File: src/rtl/imem_boot_pkg.sv
// Shared constants for the instruction-memory boot loader: FSM state codes
// and word geometry.
package imem_boot_pkg;

  localparam int unsigned WORD_BYTES = 4;
  localparam int unsigned STATE_W    = 3;

  localparam logic [STATE_W-1:0] StIdle  = 3'd0;
  localparam logic [STATE_W-1:0] StHdr   = 3'd1;
  localparam logic [STATE_W-1:0] StLoad  = 3'd2;
  localparam logic [STATE_W-1:0] StWrite = 3'd3;
  localparam logic [STATE_W-1:0] StDone  = 3'd4;
  localparam logic [STATE_W-1:0] StErr   = 3'd5;

  // Number of whole words that fit in an instruction memory of mem_bytes bytes.
  function automatic int unsigned max_words(input int unsigned mem_bytes);
    return mem_bytes / WORD_BYTES;
  endfunction

endpackage

File: src/rtl/imem_boot_loader_byte_packer.sv
// Big-endian byte-to-word packer: each accepted byte shifts in at [7:0], so the
// first of four bytes ends up in [31:24]. Shared by header and data words.
module byte_packer (
  input  logic        clk,
  input  logic        reset,
  input  logic        clear,
  input  logic        shift_en,
  input  logic [7:0]  byte_in,
  output logic [31:0] word_out,
  output logic        word_full
);

  logic [31:0] word_q;
  logic [1:0]  cnt_q;

  always_ff @(posedge clk) begin
    if (reset || clear) begin
      word_q <= '0;
      cnt_q  <= '0;
    end else if (shift_en) begin
      word_q <= {word_q[23:0], byte_in};
      cnt_q  <= cnt_q + 2'd1;
    end
  end

  assign word_out  = word_q;
  // Combinational so the owner can act on the 4th byte in the same cycle.
  assign word_full = shift_en && (cnt_q == 2'd3);

endmodule

File: src/rtl/imem_boot_loader.sv
// Length-prefixed byte-serial loader that fills instruction memory word by word
// and holds the processor until the image is complete.
module imem_boot_loader
  import imem_boot_pkg::*;
#(
  parameter int unsigned MEM_BYTES = 32,
  parameter int unsigned ADDR_W    = 5
) (
  input  logic              clk,
  input  logic              reset,
  input  logic              start,
  input  logic              in_valid,
  input  logic [7:0]        in_byte,
  output logic              in_ready,
  output logic              mem_we,
  output logic [ADDR_W-1:0] mem_addr,
  output logic [31:0]       mem_wdata,
  output logic              cpu_hold,
  output logic              done,
  output logic              err,
  output logic [ADDR_W-2:0] words_loaded
);

  localparam int unsigned WL_W  = ADDR_W - 1;
  localparam int unsigned MAX_W = max_words(MEM_BYTES);

  logic [STATE_W-1:0] state_q, state_d;
  logic [WL_W-1:0]    n_q, n_d;
  logic [WL_W-1:0]    wl_q, wl_d;
  logic [WL_W-1:0]    wl_inc;
  logic [ADDR_W-1:0]  addr_q, addr_d;
  logic [31:0]        wdata_q, wdata_d;

  logic        ready_raw;
  logic        accept;
  logic        packer_clear;
  logic [31:0] word_out;
  logic        word_full;
  logic [31:0] hdr_word;

  byte_packer u_packer (
    .clk      (clk),
    .reset    (reset),
    .clear    (packer_clear),
    .shift_en (accept),
    .byte_in  (in_byte),
    .word_out (word_out),
    .word_full(word_full)
  );

  // Never advertise ready while reset is asserted; a byte taken then would be lost.
  assign in_ready = ready_raw && !reset;
  assign accept   = in_valid && in_ready;
  assign hdr_word = {word_out[23:0], in_byte};
  assign wl_inc   = wl_q + WL_W'(1);

  always_comb begin
    state_d      = state_q;
    n_d          = n_q;
    wl_d         = wl_q;
    addr_d       = addr_q;
    wdata_d      = wdata_q;
    packer_clear = 1'b0;
    ready_raw    = 1'b0;
    case (state_q)
      StIdle, StDone, StErr: begin
        if (start) begin
          state_d      = StHdr;
          wl_d         = '0;
          packer_clear = 1'b1;
        end
      end
      StHdr: begin
        ready_raw = 1'b1;
        if (word_full) begin
          if (hdr_word == 32'd0) begin
            state_d = StDone;
          end else if (hdr_word > 32'(MAX_W)) begin
            state_d = StErr;
          end else begin
            n_d     = hdr_word[WL_W-1:0];
            state_d = StLoad;
          end
        end
      end
      StLoad: begin
        ready_raw = 1'b1;
        if (word_full) begin
          state_d = StWrite;
          addr_d  = {wl_q[ADDR_W-3:0], 2'b00};
        end
      end
      StWrite: begin
        wdata_d = word_out;
        wl_d    = wl_inc;
        state_d = (wl_inc == n_q) ? StDone : StLoad;
      end
      default: state_d = StIdle;
    endcase
  end

  always_ff @(posedge clk) begin
    if (reset) begin
      state_q <= StIdle;
      n_q     <= '0;
      wl_q    <= '0;
      addr_q  <= '0;
      wdata_q <= '0;
    end else begin
      state_q <= state_d;
      n_q     <= n_d;
      wl_q    <= wl_d;
      addr_q  <= addr_d;
      wdata_q <= wdata_d;
    end
  end

  // Reset in the WRITE cycle must still suppress the strobe.
  assign mem_we       = (state_q == StWrite) && !reset;
  assign mem_addr     = addr_q;
  assign mem_wdata    = (state_q == StWrite) ? word_out : wdata_q;
  assign cpu_hold     = (state_q != StDone);
  assign done         = (state_q == StDone);
  assign err          = (state_q == StErr);
  assign words_loaded = wl_q;

endmodule

File: config.mk
export PLATFORM = sky130hd
export DESIGN_NAME = imem_boot_loader
export DESIGN_NICKNAME = d
export VERILOG_FILES = /design/src/rtl/imem_boot_pkg.sv /design/src/rtl/imem_boot_loader_byte_packer.sv /design/src/rtl/imem_boot_loader.sv
export SDC_FILE = /design/constraint.sdc
export NUM_CORES = 1
export LEC_CHECK = 0
export BUFFER_PORTS_ARGS = -buffer_cell sky130_fd_sc_hd__buf_4
export CORE_MARGIN = 5
export CORE_UTILIZATION = 50
export CTS_CLUSTER_SIZE = 16
export DETAILED_ROUTE_END_ITERATION = 7
export GPL_ROUTABILITY_DRIVEN = 0
export MAX_ROUTING_LAYER = met4
export PLACE_DENSITY = 0.75
export SLEW_MARGIN = 10
export SYNTH_ARGS = -nofsm -noshare
export SYNTH_HDL_FRONTEND = slang
export SYNTH_SLANG_ARGS = --single-unit
File: constraint.sdc
create_clock -name clk -period 1.5 [get_ports clk]
set_input_delay 0.3 -clock clk [delete_from_list [all_inputs] [get_ports clk]]
set_output_delay 0.3 -clock clk [all_outputs]
set_load 0.02 [all_outputs]
* Yosys cells after proc, flatten, opt, wreduce, memory -nomap -nowiden *
Cells that the tools add are included.

storage, ports and cells
  flip-flop bits (word level) = 80
  output and inout bits = 46
  word-level logic and storage cells = 51

operators by class
  $add $sub $neg = 2
  order comparisons = 1
  equal/unequal tests = 11
  muxes and demuxes = 13
  bitwise operators = 2
  reductions and logical operators = 15

operators by type and width
  operator                                                        number
  greater-than comparator 32 x 4 -> 1 bit, second input constant  1
  logical NOT 32 bit                                              1
  2-to-1 mux 32 bit                                               1
  2-to-1 mux 3 bit                                                6
  one-hot mux 3 bit (4 select lines)                              1
  one-hot mux 4 bit (2 select lines)                              1
  == test 3 x 2 -> 1 bit, second input constant                   2
  == test 3 bit, second input constant                            2
  adder 4 x 1 -> 4 bit, second input constant                     1
  == test 4 bit                                                   1
  logical AND 1 bit                                               4
  2-to-1 mux 4 bit                                                1
  != test 2 x 1 -> 1 bit, second input constant                   2
  AND reduction 2 bit                                             2
  AND reduction 4 bit                                             1
  == test 3 x 1 -> 1 bit, second input constant                   1
  logical NOT 3 bit                                               1
  2-to-1 mux 1 bit                                                3
  != test 3 bit, second input constant                            1
  AND reduction 3 bit                                             1
  OR reduction 3 bit                                              1
  adder 2 x 1 -> 2 bit, second input constant                     1
  == test 2 bit, second input constant                            1
  != test 2 bit, second input constant                            1
  other kinds (5)                                                 6

* Longest topological paths before layout *
Gate-level depths: netlist of the first run.

  word-level depth = 8
  gate-level depth with buffers = 6

* Cells and area by module *
From an unflattened synthesis of the first run, not the netlist that was laid out.

unflattened totals
  cells, all modules = 325
  area, all modules = 3,539.6 µm²

modules (own cells, without submodules)
  module            instances  cells an instance  area each (µm²)  seq. area each (µm²)
  imem_boot_loader  1          212                2,263.4          920.9
  byte_packer       1          113                1,276.2          680.7

* Worst setup path after synthesis of the first run *
Ideal clock, no wire load.

  path kind = reg2reg
  start = register wl_q[0] (netlist: words_loaded[0])
  end = register state_q[2]
  library setup time = 0.079 ns
  arrival = 1.741 ns
  data required time = 1.421 ns
  slack = -0.320 ns
  cell stages (with the launch flop) = 6
  clock period less this slack = 1.820 ns
  path through = dfxtp_1 -> ha_1 -> xnor2_1 -> nand3_1 -> or4b_2 -> o211ai_1

between the ends
  longest elaborated chain between the ends = 4

ends and longest elaborated chain
  item                                line                     source
  start, declared                     imem_boot_loader.sv:29   logic [WL_W-1:0] wl_q, wl_d;
  start signal, assigned              imem_boot_loader.sv:112  wl_q <= wl_d;
  adder 4 x 1 -> 4 bit                imem_boot_loader.sv:55   assign wl_inc = wl_q + WL_W'(1);
  == test 4 bit                       imem_boot_loader.sv:96   state_d = (wl_inc == n_q) ? StDone : StLoad;
  2-to-1 mux 3 bit                    imem_boot_loader.sv:96
  one-hot mux 3 bit (4 select lines)  imem_boot_loader.sv:65   case (state_q)
  end signal, assigned                imem_boot_loader.sv:104  state_q <= StIdle;
  end signal, assigned                imem_boot_loader.sv:110  state_q <= state_d;
  end, declared                       imem_boot_loader.sv:27   logic [STATE_W-1:0] state_q, state_d;

No other way between the ends.
A chain may end at the register's enable or synchronous reset.

* Worst setup path in the final report of the first run *
  start = register state_q[2]
  end = output port mem_wdata[18]

between the ends
  longest elaborated chain between the ends = 2

ends and longest elaborated chain
  item                    line                     source
  == test 3 x 2 -> 1 bit  imem_boot_loader.sv:121  assign mem_wdata = (state_q == StWrite) ? word_out : wdata_q;
  2-to-1 mux 32 bit       n/a
  end, declared           imem_boot_loader.sv:17   output logic [31:0] mem_wdata,

No other way between the ends.

==> flow_summary.html, run 1 <==
<table>
<tr><th>Metric</th><th>Value</th></tr>
<tr><th colspan="2">Timing</th></tr>
<tr><td>Total Negative Setup Slacks</td><td>-31990 ps</td></tr>
<tr><td>Count of endpoints failing hold in the final timing report</td><td>0</td></tr>
<tr><td>Number of failing setup endpoints in the final timing report</td><td>between 80 and 90</td></tr>
<tr><td>Minimum clock period</td><td>2070 ps</td></tr>
<tr><td>Final worst-path cycle share</td><td>1.38</td></tr>
<tr><td>Number of max-slew violations in the final report</td><td>0</td></tr>
<tr><td>RSZ-0062 raised after global routing</td><td>yes</td></tr>
<tr><td>Highest clock frequency the design can meet</td><td>482 MHz</td></tr>
<tr><td>PnR worst setup slack</td><td>-573 ps</td></tr>
<tr><td>Hold slack final</td><td>217 ps</td></tr>
<tr><td>Worst clock skew</td><td>between 10 and 15 ps</td></tr>
<tr><th colspan="2">Pwr</th></tr>
<tr><td>Proportion of power drawn by flip-flops and latches</td><td>0.516</td></tr>
<tr><td>P per Cell Area</td><td>~750 mW/mm^2</td></tr>
<tr><td>Internal power consumption</td><td>between 3 and 4 mW</td></tr>
<tr><td>Highest ir drop seen on vdd</td><td>0.000597 V</td></tr>
<tr><td>Relative contribution of the clock network to total power</td><td>0.375</td></tr>
<tr><td>Logic gate share of total power</td><td>0.109</td></tr>
<tr><td>Fraction of power spent switching nets</td><td>0.273</td></tr>
<tr><td>Sw Pwr</td><td>approximately 1.1 mW</td></tr>
<tr><td>Leakage</td><td>2.58 nW</td></tr>
<tr><th colspan="2">Synth</th></tr>
<tr><td>Primary flip-flop cell chosen by synthesis mapping</td><td>sky130_fd_sc_hd__dfxtp_1</td></tr>
<tr><td>#FFs+latches synth</td><td>80</td></tr>
<tr><td>Netlist area before placement</td><td>approximately 0.0034 sq mm</td></tr>
<tr><td>Count of yosys warnings during synthesis</td><td>0</td></tr>
<tr><td>Number of cells produced by synthesis</td><td>323</td></tr>
<tr><td>Number of synthesized flops with an enable pin</td><td>0</td></tr>
<tr><td>Part of the Yosys area used for sequential elements</td><td>0.473</td></tr>
<tr><td>Proportion of register bits with asynchronous set or reset after synthesis</td><td>0</td></tr>
<tr><td>Synth cell types</td><td>39</td></tr>
<tr><td>Mapped Avg Cell Area</td><td>10.5 sq um</td></tr>
<tr><th colspan="2">Drt</th></tr>
<tr><td>Total wire length after detailed routing</td><td>12500 um</td></tr>
<tr><td>Vias post-DR</td><td>roughly 3200</td></tr>
<tr><td>Drc violations</td><td>0</td></tr>
<tr><td>Violation count after the first detailed-route iteration</td><td>178</td></tr>
<tr><td>DRT Pass-1 Iters</td><td>5</td></tr>
<tr><td>Via density per instance</td><td>5.90</td></tr>
<tr><td>Average wire per standard cell</td><td>23.2 um</td></tr>
<tr><td>Routed Antenna Nets</td><td>0</td></tr>
<tr><th colspan="2">Global routing</th></tr>
<tr><td>Pin count of the biggest net entering global routing</td><td>31</td></tr>
<tr><td>Overall track demand over capacity in global routing</td><td>0.270</td></tr>
<tr><td>Global-route wire length before repair</td><td>17300 um</td></tr>
<tr><td>Antenna violations before repair</td><td>0</td></tr>
<tr><td>Global-route congestion overflow total</td><td>0</td></tr>
<tr><td>Number of global-route vias before repair</td><td>3238</td></tr>
<tr><th colspan="2">Die</th></tr>
<tr><td>Die area</td><td>0.00852 sq mm</td></tr>
<tr><td>Core area</td><td>0.00668 sq mm</td></tr>
<tr><td>Initial Util</td><td>0.507</td></tr>
<tr><td>I/O pin count</td><td>58</td></tr>
<tr><td>Width of the die</td><td>92.3 um</td></tr>
<tr><td>Site row count</td><td>30</td></tr>
<tr><td>Overall die height</td><td>a little over 90 um</td></tr>
<tr><th colspan="2">Placement</th></tr>
<tr><td>Cell total after placement</td><td>about 500</td></tr>
<tr><td>Port Buffers</td><td>55</td></tr>
<tr><td>DP Wirelength</td><td>5470 um</td></tr>
<tr><th colspan="2">Hold path</th></tr>
<tr><td>Hold crit path type</td><td>input port to flop</td></tr>
<tr><td>Hold_sp</td><td>in_byte[3]</td></tr>
<tr><th colspan="2">Cells and area</th></tr>
<tr><td>Area growth from synthesis to layout</td><td>62.9%</td></tr>
<tr><td>Finished Layout Cells</td><td>539</td></tr>
<tr><td>Commonest cells after routing, fill and taps aside</td><td>79 x sky130_fd_sc_hd__buf_4, 70 x sky130_fd_sc_hd__dfxtp_1, 46 x sky130_fd_sc_hd__buf_6</td></tr>
<tr><td>Commonest non-fill, non-tap cell in the layout</td><td>sky130_fd_sc_hd__buf_4</td></tr>
<tr><td># diodes</td><td>0</td></tr>
<tr><td>Core occupancy in the finished layout</td><td>0.825</td></tr>
<tr><td>Layout cell share with drive strength beyond 1</td><td>0.551</td></tr>
<tr><td>Net count, final</td><td>around 470</td></tr>
<tr><th colspan="2">Worst setup path</th></tr>
<tr><td>Critical Path Start</td><td>state_q[2]</td></tr>
<tr><td>Cell family contributing the most delay on the critical path</td><td>buffers and inverters</td></tr>
<tr><td>Total buffers and inverters traversed by the critical path</td><td>3</td></tr>
<tr><td>R2R cell count</td><td>8</td></tr>
<tr><td>Data required time of the worst path</td><td>1200 ps</td></tr>
<tr><td>CP Class</td><td>flop to output port</td></tr>
<tr><td>Arr. time, crit path</td><td>about 1800 ps</td></tr>
<tr><td>Cell mode on critical path</td><td>sky130_fd_sc_hd__buf_6</td></tr>
<tr><td>Worst setup endpoint</td><td>mem_wdata[18]</td></tr>
<tr><td>Critical register-to-register path startpoint</td><td>state_q[0]</td></tr>
<tr><td>Type of element capturing the critical path</td><td>output port</td></tr>
<tr><td>Startpoint kind of the worst setup timing path</td><td>flop</td></tr>
<tr><td>Worst stage delay on the critical path</td><td>around 350 ps</td></tr>
<tr><td>Cells along the critical path</td><td>and2b_2, nand2_4, buf_6, clkbuf_16, mux2_4, buf_6</td></tr>
<tr><td>Critical Path Slowest Stage Cell</td><td>sky130_fd_sc_hd__dfxtp_2</td></tr>
<tr><td>Capture instance of the worst register-to-register path</td><td>u_packer.word_out[22]</td></tr>
<tr><td>Cell depth of the worst setup path</td><td>6</td></tr>
<tr><td>R2R Setup Slk</td><td>-550 ps</td></tr>
<tr><td>Max Fanout on Critical Path</td><td>4</td></tr>
<tr><th colspan="2">CTS</th></tr>
<tr><td>Number of clock sinks</td><td>80</td></tr>
<tr><td>Clock transition time at the flip-flop clock pins of the worst setup and hold paths</td><td>80 ps</td></tr>
<tr><td>H-tree level count</td><td>3</td></tr>
<tr><td>Clock latency reported for the late side of the worst-skew pair</td><td>370 ps</td></tr>
<tr><td>Clock buffers created by TritonCTS</td><td>9</td></tr>
<tr><td>Master cell of the clock root buffer</td><td>sky130_fd_sc_hd__clkbuf_8</td></tr>
<tr><td>Bufs on Longest Clock Path</td><td>2</td></tr>
<tr><td>Hold-fix buffer count after cts</td><td>0</td></tr>
<tr><td>Clock tree from TritonCTS</td><td>yes</td></tr>
<tr><th colspan="2">Status</th></tr>
<tr><td>Outcome</td><td>complete, but fails checks</td></tr>
<tr><td>Violated checks</td><td>setup timing</td></tr>
<tr><th colspan="2">Run</th></tr>
<tr><td>Count of maximum capacitance violations</td><td>0</td></tr>
</table>
## power by group through the flow
stage               registers, mW  clock network [mW]  logic, mW
floorplan                    2.19                   0      0.163
global placement             2.19                   0      0.266
detailed placement           2.19                   0      0.273
CTS                          2.14                1.51      0.368
global route                 2.14                1.63      0.469
finish                       2.14                1.56      0.452
## Yosys cell counts (all sizes together) (3+ instances only)
| library cell | n | share of area |
|---|---|---|
| dfxtp | 80 | 0.47 |
| mux2i | 42 | 0.12 |
| nor2 | 42 | 0.047 |
| nor2b | 33 | 0.061 |
| mux2 | 32 | 0.11 |
| buf | 11 | 0.033 |
| nor4 | 11 | 0.025 |
| clkbuf | 10 | 0.011 |
| nand2b | 9 | 0.017 |
| nand2 | 7 | 0.0078 |
| nand3 | 6 | 0.0089 |
| xnor2 | 5 | 0.013 |
| a21oi | 4 | 0.0059 |
| xor2 | 4 | 0.010 |
| inv | 3 | 0.0033 |
| nor3 | 3 | 0.0044 |
## metal layers
layer  track usage  vias up  part of all wire
li1              -     1367                 -
met1         0.319     1548              0.39
met2         0.453      186              0.49
met3        0.0414       80             0.057
met4         0.125        0             0.065
met5             -        -                 0
## worst min-delay path: stages
cell and delay [ps]:
sky130_fd_sc_hd__buf_4 110, sky130_fd_sc_hd__mux2i_1 60, sky130_fd_sc_hd__nor2_1 70
## sequential cells by signal (all words and copies together), names as in the netlist
register           flops
u_packer.cnt_q         2
state_q                3
words_loaded           4
mem_addr               3
n_q                    4
wdata_q               32
u_packer.word_out     32
## cell families (layout without fill, tap and decap cells)
kind of cell             count (synthesis)  count (layout)  share of synthesized area
XOR/XNOR                                 9               9                     0.0233
flip-flops                              80              80                      0.473
adder cells (fa/ha/maj)                  2               2                    0.00739
other                                    1               2                    0.00111
buffers and inverters                   24             159                     0.0473
AND/OR/NAND/NOR                        121             121                      0.195
AO/OA/AOI/OAI                           12              12                     0.0225
multiplexers                            74              74                      0.231
## cell type report
class	instances	area, sq um
fillers	341	1170
inverters	3	16.3
flip-flops and latches	80	1620
multi-input cells	220	2130
repair buffers	140	1460
clock buffers	10	138
well taps	80	100
clock inverters	6	50.0
## worst min-delay path by stage
stage | endpoint | slack, ps | cells past startpoint
after floorplan | u_packer.word_out[0] | 440 | 2
after global placement | n_q[0] | 470 | 2
after detailed placement | n_q[0] | 480 | 2
after CTS | u_packer.word_out[6] | 210 | 3
after global routing | u_packer.word_out[7] | 240 | 3
final | u_packer.word_out[3] | 220 | 3
## repair_timing
| item | in CTS | in global routing |
|---|---|---|
| buffers inserted | 18 | 9 |
| cloned | 7 | 1 |
| pin swaps | 8 | 6 |
| resized for setup | 94 | 60 |
| setup endpoints to repair | 80 | 112 |
## metrics by stage
stage	worst slack (ps)	area (sq um)	power [mW]
floorplan	-60.1	3490	2.35
global placement	-185	4270	2.45
detailed placement	-232	4270	2.46
CTS	-551	5170	4.01
global route	-580	5510	4.24
finish	-573	5510	4.15
Note: power is estimated with default switching activity, not from simulation.
==> run 2: changes to the inputs <==
Settings changed: CORE_ASPECT_RATIO set to 0.6.
==> run 2 against run 1 <==
Core utilization grew 3.3 points. Critical path type unchanged. Largest power group unchanged. Via count shrank 1.3%. Sequential power is essentially flat. Count of clock-buffer cells in the layout grew 2. Maximum frequency grew 1.0%. Clock skew shrank 8.6 ps. The run still ends with setup timing left. Combinational power grew 2%. Die area grew 0.63%.
==> flow_summary.html, run 2 (same netlist as run 1, synthesis figures left out) <==
<table>
<tr><th>Metric</th><th>Value</th></tr>
<tr><th colspan="2">Cells and area</th></tr>
<tr><td>Commonest cells after routing, fill and taps aside</td><td>77 x sky130_fd_sc_hd__buf_4, 71 x sky130_fd_sc_hd__dfxtp_1, 55 x sky130_fd_sc_hd__buf_6</td></tr>
<tr><td>Final Cell Area</td><td>0.00568 sq mm</td></tr>
<tr><td>Net count, final</td><td>roughly 480</td></tr>
<tr><td>Number of fill cells</td><td>302</td></tr>
<tr><td>Core occupancy in the finished layout</td><td>0.858</td></tr>
<tr><td>Commonest non-fill, non-tap cell in the layout</td><td>sky130_fd_sc_hd__buf_4</td></tr>
<tr><td># diodes</td><td>0</td></tr>
<tr><td>Area growth from synthesis to layout</td><td>67.7%</td></tr>
<tr><td>Layout cell share with drive strength beyond 1</td><td>0.542</td></tr>
<tr><td>Multi-input gate area in the final layout</td><td>around 0.0021 sq mm</td></tr>
<tr><td>FF+latch area</td><td>0.00162 sq mm</td></tr>
<tr><th colspan="2">Hold path</th></tr>
<tr><td>Hold crit path type</td><td>input port to flop</td></tr>
<tr><th colspan="2">Drt</th></tr>
<tr><td>Via density per instance</td><td>approximately 5.7</td></tr>
<tr><td>Vias post-DR</td><td>3140</td></tr>
<tr><td>Average wire per standard cell</td><td>between 20 and 25 um</td></tr>
<tr><td>Drc violations</td><td>0</td></tr>
<tr><td>DRT Pass-1 Iters</td><td>5</td></tr>
<tr><td>Violation count after the first detailed-route iteration</td><td>255</td></tr>
<tr><td>Total wire length after detailed routing</td><td>12000 um</td></tr>
<tr><td>Routed Antenna Nets</td><td>0</td></tr>
<tr><th colspan="2">CTS</th></tr>
<tr><td>Number of clock sinks</td><td>80</td></tr>
<tr><td>Clock tree from TritonCTS</td><td>yes</td></tr>
<tr><td>Clock buffers created by TritonCTS</td><td>9</td></tr>
<tr><td>H-tree level count</td><td>3</td></tr>
<tr><td>Clock transition time at the flip-flop clock pins of the worst setup and hold paths</td><td>60 ps</td></tr>
<tr><td>Master cell of the clock root buffer</td><td>sky130_fd_sc_hd__clkbuf_16</td></tr>
<tr><td>Bufs on Longest Clock Path</td><td>2</td></tr>
<tr><td>Clock latency reported for the late side of the worst-skew pair</td><td>330 ps</td></tr>
<tr><th colspan="2">Pwr</th></tr>
<tr><td>Leakage</td><td>2.68 nW</td></tr>
<tr><td>Overall power of the completed layout</td><td>roughly 4.7 mW</td></tr>
<tr><td>P per Cell Area</td><td>827 mW/mm^2</td></tr>
<tr><td>Highest ir drop seen on vdd</td><td>0.000641 V</td></tr>
<tr><th colspan="2">Status</th></tr>
<tr><td>Outcome</td><td>complete, but fails checks</td></tr>
<tr><td>Violated checks</td><td>setup timing</td></tr>
<tr><th colspan="2">Timing</th></tr>
<tr><td>Worst clock skew</td><td>5.24 ps</td></tr>
<tr><td>RSZ-0062 raised after global routing</td><td>yes</td></tr>
<tr><td>Number of failing setup endpoints in the final timing report</td><td>97</td></tr>
<tr><td>Number of max-slew violations in the final report</td><td>0</td></tr>
<tr><td>Count of endpoints failing hold in the final timing report</td><td>0</td></tr>
<tr><td>Highest clock frequency the design can meet</td><td>487 MHz</td></tr>
<tr><td>Final worst-path cycle share</td><td>1.37</td></tr>
<tr><td>Minimum clock period</td><td>2050 ps</td></tr>
<tr><td>PnR worst setup slack</td><td>-552 ps</td></tr>
<tr><th colspan="2">Placement</th></tr>
<tr><td>Place WS</td><td>-242 ps</td></tr>
<tr><td>Port Buffers</td><td>55</td></tr>
<tr><td>Instance area at placement</td><td>0.00431 sq mm</td></tr>
<tr><td>DP Wirelength</td><td>5570 um</td></tr>
<tr><th colspan="2">Run</th></tr>
<tr><td>Count of maximum capacitance violations</td><td>0</td></tr>
<tr><th colspan="2">Global routing</th></tr>
<tr><td>Met2 routing resource usage after global routing</td><td>0.392</td></tr>
<tr><td>Number of global-route vias before repair</td><td>3025</td></tr>
<tr><td>Highest-utilization routing layer at the global route stage</td><td>met2</td></tr>
<tr><td>Antenna violations before repair</td><td>0</td></tr>
<tr><td>Met1 Track Usage GR</td><td>0.359</td></tr>
<tr><td>Overall track demand over capacity in global routing</td><td>0.262</td></tr>
<tr><td>Global-route wire length before repair</td><td>approximately 16000 um</td></tr>
<tr><td>Pin count of the biggest net entering global routing</td><td>between 50 and 60</td></tr>
<tr><td>Global-route congestion overflow total</td><td>0</td></tr>
<tr><td>Grt met3 use</td><td>0.0675</td></tr>
<tr><th colspan="2">Worst setup path</th></tr>
<tr><td>Startpoint kind of the worst setup timing path</td><td>flop</td></tr>
<tr><td>Arr. time, crit path</td><td>~1800 ps</td></tr>
<tr><td>CP Class</td><td>flop to output port</td></tr>
<tr><td>Type of element capturing the critical path</td><td>output port</td></tr>
<tr><td>Data required time of the worst path</td><td>1200 ps</td></tr>
<tr><td>Max Fanout on Critical Path</td><td>7</td></tr>
<tr><th colspan="2">Die</th></tr>
<tr><td>Width of the die</td><td>around 120 um</td></tr>
<tr><td>Initial Util</td><td>0.512</td></tr>
<tr><td>Site row count</td><td>23</td></tr>
<tr><td>Die area</td><td>about 0.0086 sq mm</td></tr>
<tr><td>I/O pin count</td><td>58</td></tr>
<tr><td>Core area</td><td>around 0.0066 sq mm</td></tr>
<tr><td>Overall die height</td><td>73.7 um</td></tr>
</table>
-- run 2: changes by cell type in the layout (fill, tap and decap cells not counted), moves of 3 or more --
cell / change
sky130_fd_sc_hd__buf_6: +9
sky130_fd_sc_hd__nor4_4: -3
sky130_fd_sc_hd__mux2i_1: +4
sky130_fd_sc_hd__clkbuf_8: -10
sky130_fd_sc_hd__nor4_1: +3
sky130_fd_sc_hd__mux2i_2: -4
sky130_fd_sc_hd__clkbuf_16: +10
-- run 2: per-layer routing --
| layer | share of wire | up-vias |
|---|---|---|
| li1 | - | 1378 |
| met1 | 0.46 | 1549 |
| met2 | 0.43 | 175 |
| met3 | 0.082 | 38 |
| met4 | 0.026 | 0 |
| met5 | 0 | - |
-- run 2: final timing paths --
check | start | end | slack, ps | cells after the start
setup / recovery | state_q[2] | mem_wdata[22] | -550 | 6
hold / removal | in_byte[7] | u_packer.word_out[7] | 220 | 3
setup reg to reg | state_q[0] | u_packer.word_out[15] | -480 | 7
hold reg to reg | n_q[2] | n_q[2] | 500 | 2
-- run 2: cell type report --
class	count	area share
timing repair buffer	148	0.276
multi-input combinational	220	0.367
sequential	80	0.285
clock buffer	12	0.0454
inverter	3	0.00286
tap	87	0.0192
clock inverter	4	0.00485
-- run 2: timing repair --
action / in CTS / in global routing
setup endpoints to repair: 77 / 109
buffers inserted: 18 / 15
cloned: 6 / 3
hold buffers: 0 / 0
gates resized for setup: 103 / 49
pin swaps: 9 / 20
-- run 2: through the flow --
| step | TNS, ps | hold slack (ps) | std cells |
|---|---|---|---|
| after global placement | -12310 | 472 | 499 |
| final | -32580 | 223 | 554 |
| after detailed placement | -13360 | 481 | 499 |
| after global routing | -35550 | 228 | 554 |
| after CTS | -24380 | 212 | 538 |
| after floorplan | -2710 | 444 | 324 |
-- run 2: where the power goes --
group          internal [mW]  switching (mW)  total [mW]
sequential              2.13         0.00783        2.14
combinational          0.226           0.233       0.459
clock                   1.22           0.872        2.10
total                   3.58            1.11        4.69
-- run 2: critical path, cell delays in order (launching register included) --
cell	delay, ps
sky130_fd_sc_hd__dfxtp_2	340
sky130_fd_sc_hd__and2b_2	250
sky130_fd_sc_hd__nand2_4	100
sky130_fd_sc_hd__buf_6	140
sky130_fd_sc_hd__buf_12	130
sky130_fd_sc_hd__mux2_4	320
sky130_fd_sc_hd__buf_6	140
==> run 3: changes to the inputs <==
Settings changed: CORE_UTILIZATION 50 to 55, PLACE_DENSITY 0.75 to 0.78.
Clock period 1.5 ns to 2.28 ns, I/O delays scaled along.
==> run 3 against run 2 <==
Non-clock buffer count decreased by 82. Critical endpoint is now mem_wdata[28]. Clock power down 50%. Via count decreased by 22%. The flow now finishes without violations.
==> flow_summary.html, run 3 (same netlist as run 1, synthesis figures left out) <==
<table>
<tr><th>Metric</th><th>Value</th></tr>
<tr><th colspan="2">Die</th></tr>
<tr><td>Width of the die</td><td>approximately 110 um</td></tr>
<tr><td>Overall die height</td><td>70.8 um</td></tr>
<tr><td>Die area</td><td>0.00788 sq mm</td></tr>
<tr><td>Core area</td><td>~0.0061 sq mm</td></tr>
<tr><td>I/O pin count</td><td>between 50 and 60</td></tr>
<tr><td>Initial Util</td><td>0.559</td></tr>
<tr><td>Site row count</td><td>22</td></tr>
<tr><th colspan="2">Timing</th></tr>
<tr><td>Worst clock skew</td><td>5.13 ps</td></tr>
<tr><td>Number of failing setup endpoints in the final timing report</td><td>0</td></tr>
<tr><td>Minimum clock period</td><td>2200 ps</td></tr>
<tr><td>Hold slack final</td><td>358 ps</td></tr>
<tr><td>Count of endpoints failing hold in the final timing report</td><td>0</td></tr>
<tr><td>RSZ-0062 raised after global routing</td><td>no</td></tr>
<tr><td>Final worst-path cycle share</td><td>0.964</td></tr>
<tr><td>Highest clock frequency the design can meet</td><td>455 MHz</td></tr>
<tr><td>Total Negative Setup Slacks</td><td>0 ps</td></tr>
<tr><td>Worst-Margin Slew</td><td>559 ps</td></tr>
<tr><td>Max_slew headroom</td><td>0.623</td></tr>
<tr><td>Number of max-slew violations in the final report</td><td>0</td></tr>
<tr><th colspan="2">CTS</th></tr>
<tr><td>Clock latency reported for the late side of the worst-skew pair</td><td>roughly 340 ps</td></tr>
<tr><td>Clock buffers created by TritonCTS</td><td>9</td></tr>
<tr><td>Master cell of the clock root buffer</td><td>sky130_fd_sc_hd__clkbuf_8</td></tr>
<tr><td>Hold-fix buffer count after cts</td><td>0</td></tr>
<tr><td>Number of clock sinks</td><td>80</td></tr>
<tr><td>Clock transition time at the flip-flop clock pins of the worst setup and hold paths</td><td>70 ps</td></tr>
<tr><td>Bufs on Longest Clock Path</td><td>2</td></tr>
<tr><td>Clock tree from TritonCTS</td><td>yes</td></tr>
<tr><td>H-tree level count</td><td>3</td></tr>
<tr><th colspan="2">Pwr</th></tr>
<tr><td>Internal power consumption</td><td>2.04 mW</td></tr>
<tr><td>Leakage</td><td>1.96 nW</td></tr>
<tr><td>Sw Pwr</td><td>561 uW</td></tr>
<tr><td>Relative contribution of the clock network to total power</td><td>0.405</td></tr>
<tr><td>Logic gate share of total power</td><td>0.053</td></tr>
<tr><td>Proportion of power drawn by flip-flops and latches</td><td>0.541</td></tr>
<tr><td>Highest ir drop seen on vdd</td><td>0.000383 V</td></tr>
<tr><td>P per Cell Area</td><td>635 mW/mm^2</td></tr>
<tr><td>Fraction of power spent switching nets</td><td>0.215</td></tr>
<tr><th colspan="2">Placement</th></tr>
<tr><td>Instance area at placement</td><td>around 0.0039 sq mm</td></tr>
<tr><td>DP Wirelength</td><td>between 4000 and 5000 um</td></tr>
<tr><td>Port Buffers</td><td>55</td></tr>
<tr><th colspan="2">Worst setup path</th></tr>
<tr><td>Capture instance of the worst register-to-register path</td><td>u_packer.word_out[7]</td></tr>
<tr><td>Startpoint kind of the worst setup timing path</td><td>flop</td></tr>
<tr><td>Type of element capturing the critical path</td><td>output port</td></tr>
<tr><td>R2R Setup Slk</td><td>380 ps</td></tr>
<tr><td>R2R cell count</td><td>5</td></tr>
<tr><td>Data required time of the worst path</td><td>1820 ps</td></tr>
<tr><td>Critical register-to-register path startpoint</td><td>state_q[1]</td></tr>
<tr><td>Max Fanout on Critical Path</td><td>14</td></tr>
<tr><td>Arr. time, crit path</td><td>1740 ps</td></tr>
<tr><td>CP Class</td><td>flop to output port</td></tr>
<tr><th colspan="2">Cells and area</th></tr>
<tr><td>Commonest cells after routing, fill and taps aside</td><td>80 x sky130_fd_sc_hd__dfxtp_1, 63 x sky130_fd_sc_hd__buf_4, 42 x sky130_fd_sc_hd__mux2i_1</td></tr>
<tr><td># diodes</td><td>0</td></tr>
<tr><td>Final Cell Area</td><td>0.00410 sq mm</td></tr>
<tr><td>FF+latch area</td><td>0.00160 sq mm</td></tr>
<tr><td>Commonest non-fill, non-tap cell in the layout</td><td>sky130_fd_sc_hd__dfxtp_1</td></tr>
<tr><td>Net count, final</td><td>just under 400</td></tr>
<tr><td>Multi-input gate area in the final layout</td><td>0.00164 sq mm</td></tr>
<tr><td>Number of fill cells</td><td>between 400 and 500</td></tr>
<tr><td>Area growth from synthesis to layout</td><td>21.1%</td></tr>
<tr><td>Layout cell share with drive strength beyond 1</td><td>0.315</td></tr>
<tr><th colspan="2">Hold path</th></tr>
<tr><td>Hold_sp</td><td>in_byte[4]</td></tr>
<tr><td>Hold crit path type</td><td>input port to flop</td></tr>
<tr><td>Worst Hold End</td><td>u_packer.word_out[4]</td></tr>
<tr><td>Depth of the worst hold-timing path</td><td>3</td></tr>
<tr><th colspan="2">Run</th></tr>
<tr><td>Count of maximum capacitance violations</td><td>0</td></tr>
<tr><th colspan="2">Global routing</th></tr>
<tr><td>Antenna violations before repair</td><td>0</td></tr>
<tr><td>Pin count of the biggest net entering global routing</td><td>37</td></tr>
<tr><td>Global-route wire length before repair</td><td>11300 um</td></tr>
<tr><td>Global-route congestion overflow total</td><td>0</td></tr>
<tr><td>Overall track demand over capacity in global routing</td><td>0.185</td></tr>
<tr><td>Number of global-route vias before repair</td><td>2238</td></tr>
<tr><th colspan="2">Drt</th></tr>
<tr><td>Violation count after the first detailed-route iteration</td><td>between 80 and 90</td></tr>
<tr><td>Routed Antenna Nets</td><td>0</td></tr>
<tr><td>Via density per instance</td><td>~5.2</td></tr>
<tr><td>Total wire length after detailed routing</td><td>7060 um</td></tr>
<tr><td>DRT Pass-1 Iters</td><td>4</td></tr>
<tr><td>Average wire per standard cell</td><td>approximately 15 um</td></tr>
<tr><td>Drc violations</td><td>0</td></tr>
<tr><td>Vias post-DR</td><td>2437</td></tr>
<tr><th colspan="2">Status</th></tr>
<tr><td>Outcome</td><td>completed</td></tr>
</table>
[run 3: metrics by stage]
stage	total power, mW	instances	utilization	setup slack, ps
floorplan	1.54	324	-	434
global placement	1.58	451	0.637	375
detailed placement	1.58	451	0.637	321
CTS	2.63	466	0.671	13.6
global route	2.70	468	0.677	3.15
finish	2.60	468	0.677	81.8
[run 3: worst max path at each step]
stage | startpoint | endpoint | slack [ps] | depth (start not counted)
after CTS | state_q[2] | mem_wdata[10] | 10 | 5
after global placement | reset | u_packer.cnt_q[0] | 380 | 5
after floorplan | state_q[0] | mem_wdata[24] | 430 | 4
after detailed placement | reset | u_packer.word_out[30] | 320 | 5
final | state_q[2] | mem_wdata[28] | 80 | 5
after global routing | state_q[2] | mem_wdata[10] | 3 | 5
[run 3: area by class of cell]
class,instances,share of cell area
timing repair buffer,66,0.131
inverter,3,0.00275
multi-input combinational,220,0.400
sequential,80,0.390
clock buffer,12,0.0403
tap,84,0.0256
clock inverter,3,0.00976
[run 3: worst max-delay path: stages, from the launching register on]
cell and delay [ps]:
sky130_fd_sc_hd__dfxtp_1 320, sky130_fd_sc_hd__and2b_2 270, sky130_fd_sc_hd__nand2_4 100, sky130_fd_sc_hd__clkbuf_16 190, sky130_fd_sc_hd__mux2_2 360, sky130_fd_sc_hd__buf_4 160
[run 3: power groups by stage]
| stage | Sequential [mW] | Clock (mW) | Combinational (mW) |
|---|---|---|---|
| finish | 1.41 | 1.06 | 0.139 |
| global route | 1.41 | 1.14 | 0.152 |
| CTS | 1.41 | 1.08 | 0.138 |
| detailed placement | 1.44 | 0 | 0.137 |
| global placement | 1.44 | 0 | 0.134 |
| floorplan | 1.44 | 0 | 0.103 |
[run 3: per-layer routing]
metal | part of all wire | GRT usage | vias to the layer above
met5 | 0 | - | -
met4 | 0.0054 | 0.0648 | 0
met3 | 0.066 | 0.0521 | 4
met2 | 0.40 | 0.237 | 63
met1 | 0.53 | 0.272 | 1150
li1 | - | - | 1220
[run 3: repair_timing]
| action | CTS | global route |
|---|---|---|
| endpoints found under the setup margin | 5 | 27 |
| cloned | 0 | 1 |
| pin swaps | 0 | 1 |
| gates resized for setup | 1 | 2 |
| buffers inserted | 0 | 1 |
